==> src/rtl/video_timing_pkg.sv <==
// Shared constants for the raster timing generator: counter width, CEA 720p60
// timing and a tiny timing set that keeps simulation frames short.
package video_timing_pkg;

    localparam int CNT_W         = 12;
    localparam int CNT_MAX_TOTAL = 1 << CNT_W;

    localparam int H_ACTIVE_720P = 1280;
    localparam int H_FP_720P     = 110;
    localparam int H_SYNC_720P   = 40;
    localparam int H_BP_720P     = 220;
    localparam int V_ACTIVE_720P = 720;
    localparam int V_FP_720P     = 5;
    localparam int V_SYNC_720P   = 5;
    localparam int V_BP_720P     = 20;

    localparam int TEST_H_ACTIVE = 8;
    localparam int TEST_H_FP     = 2;
    localparam int TEST_H_SYNC   = 3;
    localparam int TEST_H_BP     = 3;
    localparam int TEST_V_ACTIVE = 4;
    localparam int TEST_V_FP     = 1;
    localparam int TEST_V_SYNC   = 2;
    localparam int TEST_V_BP     = 1;

    function automatic int span_total(input int active, input int fp, input int sync, input int bp);
        return active + fp + sync + bp;
    endfunction

endpackage

==> src/rtl/video_timing_if.sv <==
// Enable in, raster coordinates and sync/enable decodes out; master is the
// timing generator, slave is whatever consumes the raster.
interface video_timing_if;
    import video_timing_pkg::*;

    logic             i_en;
    logic [CNT_W-1:0] o_hcnt;
    logic [CNT_W-1:0] o_vcnt;
    logic             o_hsync;
    logic             o_vsync;
    logic             o_de;
    logic             o_line_start;
    logic             o_frame_start;

    modport master (
        input  i_en,
        output o_hcnt, o_vcnt, o_hsync, o_vsync, o_de, o_line_start, o_frame_start
    );

    modport slave (
        output i_en,
        input  o_hcnt, o_vcnt, o_hsync, o_vsync, o_de, o_line_start, o_frame_start
    );

endinterface

==> src/rtl/video_timing_gen_wrap_counter.sv <==
// Counter 0..MAX that resets to MAX, so the first increment lands on 0.
// wrap flags the terminal count so a cascaded counter can step on it.
module wrap_counter #(
    parameter int MAX = 15,
    parameter int W   = 4
) (
    input  logic         clk,
    input  logic         rst,
    input  logic         inc,
    output logic [W-1:0] value,
    output logic         wrap
);
    localparam logic [W-1:0] LAST = W'(MAX);

    logic [W-1:0] value_q, value_d;

    assign wrap  = (value_q == LAST);
    assign value = value_q;

    always_comb begin
        value_d = value_q;
        if (inc) value_d = wrap ? '0 : value_q + W'(1);
    end

    always_ff @(posedge clk or posedge rst) begin
        if (rst) value_q <= LAST;
        else     value_q <= value_d;
    end

endmodule

==> src/rtl/video_timing_gen.sv <==
// Raster timing generator. Decodes are computed from the next counter values
// and registered, so every output describes the current (hcnt, vcnt).
module video_timing_gen
    import video_timing_pkg::*;
#(
    parameter int H_ACTIVE = H_ACTIVE_720P,
    parameter int H_FP     = H_FP_720P,
    parameter int H_SYNC   = H_SYNC_720P,
    parameter int H_BP     = H_BP_720P,
    parameter int V_ACTIVE = V_ACTIVE_720P,
    parameter int V_FP     = V_FP_720P,
    parameter int V_SYNC   = V_SYNC_720P,
    parameter int V_BP     = V_BP_720P,
    parameter bit H_POL    = 1'b1,
    parameter bit V_POL    = 1'b1
) (
    input  logic           i_clk_74M,
    input  logic           i_rst,
    video_timing_if.master vif
);
    localparam int H_TOTAL = span_total(H_ACTIVE, H_FP, H_SYNC, H_BP);
    localparam int V_TOTAL = span_total(V_ACTIVE, V_FP, V_SYNC, V_BP);

    if (H_TOTAL > CNT_MAX_TOTAL || V_TOTAL > CNT_MAX_TOTAL ||
        H_ACTIVE < 1 || H_FP < 1 || H_SYNC < 1 || H_BP < 1 ||
        V_ACTIVE < 1 || V_FP < 1 || V_SYNC < 1 || V_BP < 1) begin : g_bad_cfg
        $error("video_timing_gen: invalid timing parameters");
    end

    localparam logic [CNT_W-1:0] H_ACT  = CNT_W'(H_ACTIVE);
    localparam logic [CNT_W-1:0] HS_BEG = CNT_W'(H_ACTIVE + H_FP);
    localparam logic [CNT_W-1:0] HS_END = CNT_W'(H_ACTIVE + H_FP + H_SYNC);
    localparam logic [CNT_W-1:0] V_ACT  = CNT_W'(V_ACTIVE);
    localparam logic [CNT_W-1:0] VS_BEG = CNT_W'(V_ACTIVE + V_FP);
    localparam logic [CNT_W-1:0] VS_END = CNT_W'(V_ACTIVE + V_FP + V_SYNC);

    logic [CNT_W-1:0] hcnt, vcnt, h_d, v_d;
    logic             h_wrap, v_wrap, v_inc;
    logic             hs_d, vs_d, de_d, ls_d, fs_d;
    logic             hs_q, vs_q, de_q, ls_q, fs_q;

    assign v_inc = vif.i_en && h_wrap;

    wrap_counter #(.MAX(H_TOTAL - 1), .W(CNT_W)) u_hcnt (
        .clk   (i_clk_74M),
        .rst   (i_rst),
        .inc   (vif.i_en),
        .value (hcnt),
        .wrap  (h_wrap)
    );

    wrap_counter #(.MAX(V_TOTAL - 1), .W(CNT_W)) u_vcnt (
        .clk   (i_clk_74M),
        .rst   (i_rst),
        .inc   (v_inc),
        .value (vcnt),
        .wrap  (v_wrap)
    );

    // Mirror of the counters' next state so decodes line up with the counters.
    always_comb begin
        h_d = hcnt;
        v_d = vcnt;
        if (vif.i_en) h_d = h_wrap ? '0 : hcnt + CNT_W'(1);
        if (v_inc)    v_d = v_wrap ? '0 : vcnt + CNT_W'(1);
        de_d = (h_d < H_ACT) && (v_d < V_ACT);
        hs_d = ((h_d >= HS_BEG) && (h_d < HS_END)) ? H_POL : ~H_POL;
        vs_d = ((v_d >= VS_BEG) && (v_d < VS_END)) ? V_POL : ~V_POL;
        ls_d = vif.i_en && (h_d == '0);
        fs_d = ls_d && (v_d == '0);
    end

    always_ff @(posedge i_clk_74M or posedge i_rst) begin
        if (i_rst) begin
            hs_q <= ~H_POL;
            vs_q <= ~V_POL;
            de_q <= 1'b0;
            ls_q <= 1'b0;
            fs_q <= 1'b0;
        end else begin
            hs_q <= hs_d;
            vs_q <= vs_d;
            de_q <= de_d;
            ls_q <= ls_d;
            fs_q <= fs_d;
        end
    end

    assign vif.o_hcnt        = hcnt;
    assign vif.o_vcnt        = vcnt;
    assign vif.o_hsync       = hs_q;
    assign vif.o_vsync       = vs_q;
    assign vif.o_de          = de_q;
    assign vif.o_line_start  = ls_q;
    assign vif.o_frame_start = fs_q;

endmodule

==> src/flat_wrapper.sv <==
// flat-port wrapper written by rule: the top's interface ports become plain ports
module video_timing_gen_flat import video_timing_pkg::*;
#(
    parameter int H_ACTIVE = H_ACTIVE_720P,
    parameter int H_FP     = H_FP_720P,
    parameter int H_SYNC   = H_SYNC_720P,
    parameter int H_BP     = H_BP_720P,
    parameter int V_ACTIVE = V_ACTIVE_720P,
    parameter int V_FP     = V_FP_720P,
    parameter int V_SYNC   = V_SYNC_720P,
    parameter int V_BP     = V_BP_720P,
    parameter bit H_POL    = 1'b1,
    parameter bit V_POL    = 1'b1
)
  (i_clk_74M, i_rst, vif_i_en, vif_o_hcnt, vif_o_vcnt, vif_o_hsync, vif_o_vsync, vif_o_de, vif_o_line_start, vif_o_frame_start);
  video_timing_if vif_i ();
  input  logic i_clk_74M;
  input  logic i_rst;
  input wire logic [$bits(vif_i.i_en)-1:0] vif_i_en;
  output wire logic [$bits(vif_i.o_hcnt)-1:0] vif_o_hcnt;
  output wire logic [$bits(vif_i.o_vcnt)-1:0] vif_o_vcnt;
  output wire logic [$bits(vif_i.o_hsync)-1:0] vif_o_hsync;
  output wire logic [$bits(vif_i.o_vsync)-1:0] vif_o_vsync;
  output wire logic [$bits(vif_i.o_de)-1:0] vif_o_de;
  output wire logic [$bits(vif_i.o_line_start)-1:0] vif_o_line_start;
  output wire logic [$bits(vif_i.o_frame_start)-1:0] vif_o_frame_start;
  assign vif_i.i_en = vif_i_en;
  assign vif_o_hcnt = vif_i.o_hcnt;
  assign vif_o_vcnt = vif_i.o_vcnt;
  assign vif_o_hsync = vif_i.o_hsync;
  assign vif_o_vsync = vif_i.o_vsync;
  assign vif_o_de = vif_i.o_de;
  assign vif_o_line_start = vif_i.o_line_start;
  assign vif_o_frame_start = vif_i.o_frame_start;
  video_timing_gen #(.H_ACTIVE(H_ACTIVE), .H_FP(H_FP), .H_SYNC(H_SYNC), .H_BP(H_BP), .V_ACTIVE(V_ACTIVE), .V_FP(V_FP), .V_SYNC(V_SYNC), .V_BP(V_BP), .H_POL(H_POL), .V_POL(V_POL)) u_core (.i_clk_74M(i_clk_74M), .i_rst(i_rst), .vif(vif_i));
endmodule
==> config.mk <==
export PLATFORM = sky130hd
export DESIGN_NAME = video_timing_gen_flat
export DESIGN_NICKNAME = d
export VERILOG_FILES = /design/src/rtl/video_timing_pkg.sv /design/src/rtl/video_timing_if.sv /design/src/rtl/video_timing_gen_wrap_counter.sv /design/src/rtl/video_timing_gen.sv /design/src/flat_wrapper.sv
export SDC_FILE = /design/constraint.sdc
export NUM_CORES = 1
export LEC_CHECK = 0
export CAP_MARGIN = 0
export CORE_MARGIN = 2
export CORE_UTILIZATION = 36
export CTS_BUF_LIST = sky130_fd_sc_hd__clkbuf_8
export DETAILED_ROUTE_END_ITERATION = 10
export PLACE_DENSITY_LB_ADDON = 0.25
export SLEW_MARGIN = 25
export SYNTH_ARGS = -nofsm -noshare
export SYNTH_HDL_FRONTEND = slang
export SYNTH_HIERARCHICAL = 1
export SYNTH_SLANG_ARGS = --single-unit
==> constraint.sdc <==
create_clock -name i_clk_74M -period 4.25 [get_ports i_clk_74M]
set_input_delay 1.275 -clock i_clk_74M [delete_from_list [all_inputs] [get_ports i_clk_74M]]
set_output_delay 1.275 -clock i_clk_74M [all_outputs]
set_load 0.05 [all_outputs]
==> results of run 1 <==
[where the power goes]
part / switching, W / internal, W
registers: 0.000107 / 0.000315
logic: 0.000215 / 0.000156
clock network: 0.000120 / 0.000175
[registers in the layout (all words and copies together) (netlist names)]
register                  count
u_core/vif.o_line_start       1
u_core/vif.o_vsync            1
u_core/vif.o_frame_start      1
u_core/vif.o_hsync            1
u_core/u_vcnt/value          12
u_core/vif.o_de               1
u_core/u_hcnt/value          12
[worst min-delay path by stage]
stage / start / slack, ns / cells past startpoint / end
5_1_grt: u_core/u_vcnt/value[11] / 0.61 / 1 / u_core/u_vcnt/value[11]
4_1_cts: u_core/u_vcnt/value[10] / 0.60 / 1 / u_core/u_vcnt/value[10]
6_report: u_core/u_vcnt/value[10] / 0.59 / 1 / u_core/u_vcnt/value[10]
2_1_floorplan: u_core/u_vcnt/value[2] / 0.65 / 1 / u_core/u_vcnt/value[2]
3_3_place_gp: u_core/u_vcnt/value[10] / 0.58 / 1 / u_core/u_vcnt/value[10]
3_5_place_dp: u_core/u_vcnt/value[11] / 0.58 / 1 / u_core/u_vcnt/value[11]
[cells in the mapped netlist, types with 3 or more instances]
library cell and n:
nand2_1 18, nor2_1 22, o21ai_1 3, a21oi_1 12, nand3b_1 3, mux2_2 4
o21ai_0 7, buf_2 7, nor2b_1 4, a31oi_1 3, xor2_1 13, o22ai_1 4
nand3_1 15, dfstp_2 13, nand4_1 12, and4_1 6, and3_1 7, and2_1 5
dfrtp_1 16, nor3_1 10, a21o_1 3, ha_1 6, mux2i_1 5, xnor2_1 14
nor4_1 3, inv_1 14
[metal layers]
metal,share of wire [%],wire (µm),vias up,GRT usage [%]
met3,5.4,347,2,3.43
met4,0.56,36,0,4.26
met5,0,0,-,0
li1,-,-,1106,-
met2,45,2880,80,25.2
met1,49,3190,1090,27.6
[layout by cell type (no fill, tap or decap), types with 3 or more instances in the layout]
cell type	netlist	layout
and3_1	7	7
dfrtp_1	16	16
o21ai_0	7	7
clkdlybuf4s50_1	0	31
buf_4	1	3
xnor2_1	14	14
nand2_1	18	18
nand4_1	12	12
clkbuf_8	0	5
nor2_1	22	22
ha_1	6	6
and2_1	5	5
nor4_1	3	3
nor2b_1	4	4
a21o_1	3	3
o21ai_1	3	3
mux2i_1	5	5
dfstp_2	13	13
mux2_2	4	4
o22ai_1	4	4
a31oi_1	3	3
xor2_1	13	13
nand3_1	15	15
inv_1	14	14
a21oi_1	12	12
nand3b_1	3	3
and4_1	6	6
nor3_1	10	10
[area by class of cell]
cell class,count,area (µm²),area share [%]
repair buffers,34,333,11.4
flip-flops and latches,29,742,25.5
well taps,77,96.3,3.31
clock inverters,3,46.3,1.59
multi-input cells,226,1570,53.8
inverters,15,56.3,1.94
clock buffers,5,68.8,2.37
[worst max-delay path, cell delays in order]
cell	delay, ns
clkdlybuf4s50_1	0.75
nand4_2	0.32
nor4_2	0.38
nor3_1	0.09
a31oi_1	0.35
nor3_1	0.13
and4b_1	0.23
[through the flow]
step                hold slack [ns]  worst slack, ns  utilization, %  total power [W]
global placement              0.581            0.662            43.3         0.000790
floorplan                     0.649             1.44               -         0.000689
global route                  0.613            0.677            45.0          0.00115
detailed placement            0.583            0.648            43.3         0.000794
CTS                           0.595            0.921            45.0          0.00109
finish                        0.591            0.888            45.0          0.00109
[cell families after synthesis]
group                    after synthesis  synth area share (%)
multiplexers                          10                  4.52
adder cells (fa/ha/maj)                6                  3.08
AND/OR/NAND/NOR                      125                  30.4
AO/OA/AOI/OAI                         58                  16.6
XOR/XNOR                              27                  9.70
buffers and inverters                 27                  5.29
flip-flops                            29                  30.4
==> impl_metrics.yaml, run 1 <==
cells_and_area:
  area_delta_synth_final_pct: 19.4
  final_cells: 389
  fill_cells: 612
  post-route-cell-area_um2: 2910
  antenna_cells: 0
  nets: 320
  drive_above_1_share_pct: 13.5
routing:
  firstDrtPassIters: 4
  via_count: 2278
  wire_per_inst_um: 16.6
  routed_wl_um: 6450
  drc: 0
  ant_nets: 0
  drtIter0Drc: 324
  via_per_inst: 5.86
sta:
  period_needed_ns: 3.36
  fmaxAchievable_ghz: 0.297
  slew_viol_final: 0
  clock_skew_ns: 0.00741
  rsz0062_at_grt: "false"
  fin_crit_sh_pct: 79.1
  tightest_slew_ns: 0.567
  relSlewSlack_pct: 62.2
  hold_viol: 0
  setup-tns-final_ns: 0
  setup_viol: 0
logic_synthesis:
  yosys-top-cells-area: "dfrtp_1, dfstp_2, xnor2_1, xor2_1, nor2_1"
  yosysTopAreaCellShare_pct: 16.4
  synthDistinctLibCells: 67
  syn_nets: 291
  ys.flop_type: "dfrtp_1"
  synth_top_area_cell: "dfrtp_1"
  syn-cell-area_um2: 2440
  synth_edf_count: 0
  ys_ff_latch: 29
  yosysSeqAreaShare_pct: 30.4
  yosysWarnings: 6
  netlist_instances: 282
  synthArstFlopShare_pct: 100
  avgSynthCellArea_um2: 8.64
floorplanning:
  die_h_um: 86.3
  rows: 29
  fp.dieW_um: 86.3
  ios: 32
  core_um2: 6460
  die-area_um2: 7440
  start_util_pct: 37.7
power:
  peakVddDrop_mv: 0.345
  p_leak_nw: 1.12
  power.density_nw_per_um2: 374
setup_path:
  crit_start: "vif_i_en"
  cp-start-kind: "input pin"
  endpoint: "u_core/vif.o_vsync"
  r2r_end: "u_core/vif.o_de"
  path_max_fanout: 12
  crit_type: "in2reg"
  cp-end-kind: "flip-flop"
  cp.arrival_ns: 3.53
  rr_startpoint: "u_core/u_hcnt/value[0]"
  cp.required_ns: 4.42
  rrSetupSlack_ns: 1.23
  r2r_cells: 9
clock_tree:
  holdBufCountCts: 0
  root_buffer: "clkbuf_8"
  htreeDepth: 2
  cts_tree: "yes"
  cts_resized: 0
  clock_sinks: 29
  clock_latency_ns: 0.28
  numCtsBuffers: 5
  cts.repair_timing.setup_buffer_count: 0
  path_clk_slew_ns: 0.07
  cts.path.max_buffers: 2
placement:
  port_buffers: 31
  hpwl_um: 4470
  gp_congestion: 0.864
  dp.cells: 381
  dpl_cell_area_um2: 2790
min_path:
  hold_class: "reg2reg"
grt:
  antenna_found_initial: 0
  grt_usage_pct: 17.8
  grt_pass1_vias: 2077
  grt_pass1_wl_um: 10600
  grt_start_max_net_pins: 27
  grt-ovfl-total: 0
run:
  drv_cap: 0
run_status:
  status: "complete, no violations"
No activity file was read; power rests on OpenSTA's default activity.
==> run 2, diff against run 1 <==
==> constraint.sdc (replaced) <==
create_clock -name i_clk_74M -period 2.9 [get_ports i_clk_74M]
set_input_delay 0.87 -clock i_clk_74M [delete_from_list [all_inputs] [get_ports i_clk_74M]]
set_output_delay 0.87 -clock i_clk_74M [all_outputs]
set_load 0.05 [all_outputs]
==> impl_metrics.yaml, run 2 (synthesized netlist as in run 1, its figures left out) <==
grt:
  grt_pass1_vias: 2191
  grt_start_max_net_pins: 17
  antenna_found_initial: 0
  grt-ovfl-total: 0
  grt_pass1_wl_um: 10800
  grt_usage_pct: 18.2
routing:
  drtIter0Drc: 175
  firstDrtPassIters: 4
  wire_per_inst_um: 15.7
  ant_nets: 0
  via_per_inst: 5.74
  routed_wl_um: 6450
  via_count: 2366
  drc: 0
power:
  power.density_nw_per_um2: 525
  power_frac_seq_pct: 30.2
  peakVddDrop_mv: 0.376
  swShare_pct: 38.8
  report.power.total_w: 0.00162
  p_leak_nw: 1.24
  internal-power_w: 0.000992
  pwr-share-clk_pct: 24.6
  comb_power_share_pct: 45.2
  switchingPower_w: 0.000630
sta:
  fin_crit_sh_pct: 96.1
  setup_viol: 0
  hold_viol: 0
  slew_viol_final: 0
  setup-tns-final_ns: 0
  relSlewSlack_pct: 66.4
  clock_skew_ns: 0.0114
  tightest_slew_ns: 0.503
  rsz0062_at_grt: "false"
  fmaxAchievable_ghz: 0.359
  period_needed_ns: 2.79
cells_and_area:
  antenna_cells: 0
  most-common-layout-cells: "clkdlybuf4s50_1, buf_4, nor2_1"
  nets: 344
  area_delta_synth_final_pct: 26.6
  layout_commonest_cell: "clkdlybuf4s50_1"
  regArea_um2: 742
  fill_cells: 656
  drive_above_1_share_pct: 19.4
  multi_input_area_um2: 1580
  fin_util_pct: 47.8
setup_path:
  cp-end-kind: "flip-flop"
  cp.arrival_ns: 3.00
  cp-start-kind: "input pin"
  path_max_fanout: 8
  crit_type: "in2reg"
  cp.required_ns: 3.11
clock_tree:
  cts.repair_timing.setup_buffer_count: 0
  cts_tree: "yes"
  cts.path.max_buffers: 2
  clock_sinks: 29
  numCtsBuffers: 5
  htreeDepth: 2
  path_clk_slew_ns: 0.06
  root_buffer: "clkbuf_8"
  clock_latency_ns: 0.28
floorplanning:
  rows: 29
  die-area_um2: 7440
  core_um2: 6460
  die_h_um: 86.3
  ios: 32
  start_util_pct: 37.7
  fp.dieW_um: 86.3
placement:
  gp_congestion: 0.861
  hpwl_um: 4710
  port_buffers: 31
run:
  drv_cap: 0
min_path:
  hold_class: "reg2reg"
run_status:
  status: "complete, no violations"
[run 2: changes by cell type in the layout (fill, tap and decap cells not counted), sizes merged]
cell,change
clkinvlp,-1
buf,+24
[run 2: layout make-up]
type / count / share of cell area, %
well taps: 77 / 3.12
flip-flops and latches: 29 / 24.0
clock inverters: 2 / 1.13
clock buffers: 5 / 2.23
multi-input cells: 226 / 51.0
repair buffers: 58 / 16.6
inverters: 15 / 1.82
[run 2: stage by stage]
step,hold WS [ns],cells,instance area (µm²),worst slack (ns)
floorplan,0.649,282,2440,0.0868
global placement,0.541,405,2970,-0.0924
detailed placement,0.550,405,2970,-0.157
CTS,0.560,412,3080,0.129
global route,0.590,412,3090,0.00183
finish,0.557,412,3090,0.113
[run 2: what timing repair did]
action,in CTS,in global routing
resized for setup,0,1
hold buffers,0,0
hold endpoints to repair,0,0
setup endpoints to repair,0,1
[run 2: final timing paths]
path / start / to / slack [ns] / cells after the start
worst max register to register: u_core/u_hcnt/value[6] / u_core/vif.o_frame_start / 0.20 / 8
worst min register to register: u_core/u_hcnt/value[1] / u_core/u_hcnt/value[1] / 0.56 / 2
min in group asynchronous: i_rst / u_core/vif.o_hsync / 0.90 / 2
max in group asynchronous: i_rst / u_core/u_vcnt/value[0] / 1.54 / 2
worst max-delay path: vif_i_en / u_core/vif.o_frame_start / 0.11 / 8
worst min-delay path: u_core/u_hcnt/value[1] / u_core/u_hcnt/value[1] / 0.56 / 2
[run 2: power groups by stage]
| stage | sequential, W | clock (W) | combinational, W |
|---|---|---|---|
| 3_3_place_gp | 0.000494 | 0 | 0.000721 |
| 5_1_grt | 0.000496 | 0.000438 | 0.000791 |
| 4_1_cts | 0.000490 | 0.000410 | 0.000729 |
| 3_5_place_dp | 0.000497 | 0 | 0.000727 |
| 6_report | 0.000489 | 0.000399 | 0.000733 |
| 2_1_floorplan | 0.000705 | 0 | 0.000304 |
[run 2: metal layers]
layer	vias up	global-route usage (%)	routed length, µm
met2	66	27.9	2930
met1	1144	26.1	3110
met4	0	5.26	65
li1	1150	-	-
met5	-	0	0
met3	6	3.43	341
[run 2: critical path, cell delays in order]
cell	delay [ns]
clkdlybuf4s50_1	0.68
buf_4	0.21
nand2_1	0.07
nor3_1	0.27
xor2_1	0.14
o41ai_1	0.40
o211a_1	0.22
o211a_1	0.13
==> run 3, diff against run 2 <==
--- a/config.mk
+++ b/config.mk
@@ -11,6 +11,8 @@
 export CTS_BUF_LIST = sky130_fd_sc_hd__clkbuf_8
 export DETAILED_ROUTE_END_ITERATION = 10
 export PLACE_DENSITY_LB_ADDON = 0.25
+export RECOVER_POWER = 50
+export REMOVE_ABC_BUFFERS = 1
 export SLEW_MARGIN = 25
 export SYNTH_ARGS = -nofsm -noshare
 export SYNTH_HDL_FRONTEND = slang
==> impl_metrics.yaml, run 3 (synthesized netlist as in run 1, its figures left out) <==
routing:
  via_per_inst: 5.69
  via_count: 2371
  ant_nets: 0
  dr_wl_met2_um: 3100
  firstDrtPassIters: 4
  wire_per_inst_um: 16.3
  topRoutingLayerUsed: "met4"
  drtIter0Drc: 223
  wl_met1_um: 3290
  routed_wl_um: 6790
  route.met3.wl_um: 303
  drc: 0
setup_path:
  path_max_fanout: 6
  cp-start-kind: "flip-flop"
  cp-end-kind: "flip-flop"
  cp.arrival_ns: 2.96
  crit_type: "reg2reg"
  r2r_end: "u_core/vif.o_vsync"
  rrSetupSlack_ns: 0.16
  max_stage_delay_ns: 0.54
  rr_startpoint: "u_core/u_hcnt/value[0]"
  cp_slowest_cell: "dfstp_2"
  cp.required_ns: 3.12
  cp_cell_sequence: "ha_1 > nor4b_4 > and4_2 > nand4_1 > nor2_2 > buf_4 > a32o_1 > a21oi_1 > nor3_1 > and4b_1"
  r2r_cells: 10
sta:
  fmaxAchievable_ghz: 0.365
  hold_viol: 0
  rsz0062_at_grt: "false"
  tightest_slew_ns: 0.527
  setup_viol: 0
  fin_crit_sh_pct: 94.5
  period_needed_ns: 2.74
  clock_skew_ns: 0.00554
  setup_ws_ns: 0.158
  slew_viol_final: 0
  relSlewSlack_pct: 64.8
  holdWs_ns: 0.563
grt:
  antenna_found_initial: 0
  grt_start_max_net_pins: 16
  grt_pass1_vias: 2298
  grt-ovfl-total: 0
  grt_pass1_wl_um: 11300
  grt_usage_pct: 18.8
min_path:
  hold_class: "reg2reg"
  min_path_cells: 2
  whs_endpoint: "u_core/u_vcnt/value[1]"
  min_from: "u_core/u_vcnt/value[1]"
floorplanning:
  ios: 32
  rows: 29
  die_h_um: 86.3
  die-area_um2: 7440
  start_util_pct: 37.7
  core_um2: 6460
  fp.dieW_um: 86.3
run_status:
  status: "complete, no violations"
clock_tree:
  cts_tree: "yes"
  htreeDepth: 2
  holdBufCountCts: 0
  numCtsBuffers: 5
  path_clk_slew_ns: 0.07
  root_buffer: "clkbuf_8"
  cts.repair_timing.setup_buffer_count: 0
  cts.path.max_buffers: 2
  clock_sinks: 29
  cts_resized: 0
  clock_latency_ns: 0.28
cells_and_area:
  area_delta_synth_final_pct: 26.8
  nets: 348
  drive_above_1_share_pct: 19.4
  layout_commonest_cell: "clkdlybuf4s50_1"
  antenna_cells: 0
  most-common-layout-cells: "clkdlybuf4s50_1, buf_4, nor2_1"
power:
  internal-power_w: 0.000958
  swShare_pct: 40.5
  power.density_nw_per_um2: 521
  pwr-share-clk_pct: 23.2
  peakVddDrop_mv: 0.446
  power_frac_seq_pct: 30.7
  p_leak_nw: 1.25
  switchingPower_w: 0.000653
  comb_power_share_pct: 46.0
placement:
  port_buffers: 31
  hpwl_um: 4840
  gp_congestion: 0.909
  dp_slack_ns: -0.00843
run:
  drv_cap: 0
==> run 3: changes by cell type in the layout (fill, tap and decap cells not counted), sizes merged <==
cell	previous run	this run
dlygate4sd3	0	3
clkdlybuf4s50	31	28
clkbuf	5	11
bufinv	1	0
==> run 3: worst max-delay path by stage <==
| stage | from | to | slack [ns] |
|---|---|---|---|
| after floorplan | u_core/u_hcnt/value[0] | u_core/vif.o_vsync | -0.1 |
| after global placement | vif_i_en | u_core/vif.o_vsync | 0.06 |
| after detailed placement | vif_i_en | u_core/vif.o_vsync | -0.008 |
| after CTS | u_core/u_hcnt/value[0] | u_core/vif.o_vsync | 0.14 |
| after global routing | u_core/u_hcnt/value[0] | u_core/vif.o_vsync | 0.05 |
| final | u_core/u_hcnt/value[0] | u_core/vif.o_vsync | 0.16 |
==> run 3: per-stage QoR <==
stage | utilization, % | setup TNS [ns] | instance area, µm² | power, W | cells
after global routing | 47.8 | 0 | 3090 | 0.00170 | 417
after global placement | 46.5 | 0 | 3000 | 0.00122 | 409
final | 47.8 | 0 | 3090 | 0.00161 | 417
after detailed placement | 46.5 | -0.00843 | 3000 | 0.00124 | 409
after floorplan | - | -0.181 | 2360 | 0.000981 | 270
after CTS | 48.1 | 0 | 3110 | 0.00162 | 417
==> run 3: power by group through the flow <==
stage                     combinational, W  sequential, W  clock, W
after floorplan                   0.000255       0.000727         0
after global placement            0.000723       0.000498         0
after detailed placement          0.000740       0.000501         0
after CTS                         0.000742       0.000495  0.000385
after global routing              0.000798       0.000501  0.000399
final                             0.000742       0.000495  0.000374
==> run 3: critical path: cells and delay by family, from the launching register on <==
kind            cells  cell delay [ns]
flops               1             0.54
compound gates      2             0.25
simple gates        6             1.54
fa+ha+maj           1             0.16
buf+inv             1             0.18
==> run 3: routing by layer <==
layer	up-vias	GRT usage (%)
li1	1163	-
met1	1123	27.1
met2	76	28.7
met3	9	3.14
met4	0	6.39
met5	-	0
==> run 3: layout make-up <==
type	count	area (µm²)
timing repair buffer	62	528
multi-input combinational	226	1570
fill	635	3370
sequential	29	742
inverter	15	56.3
clock buffer	7	96.3
tap	77	96.3
clock inverter	1	5.00
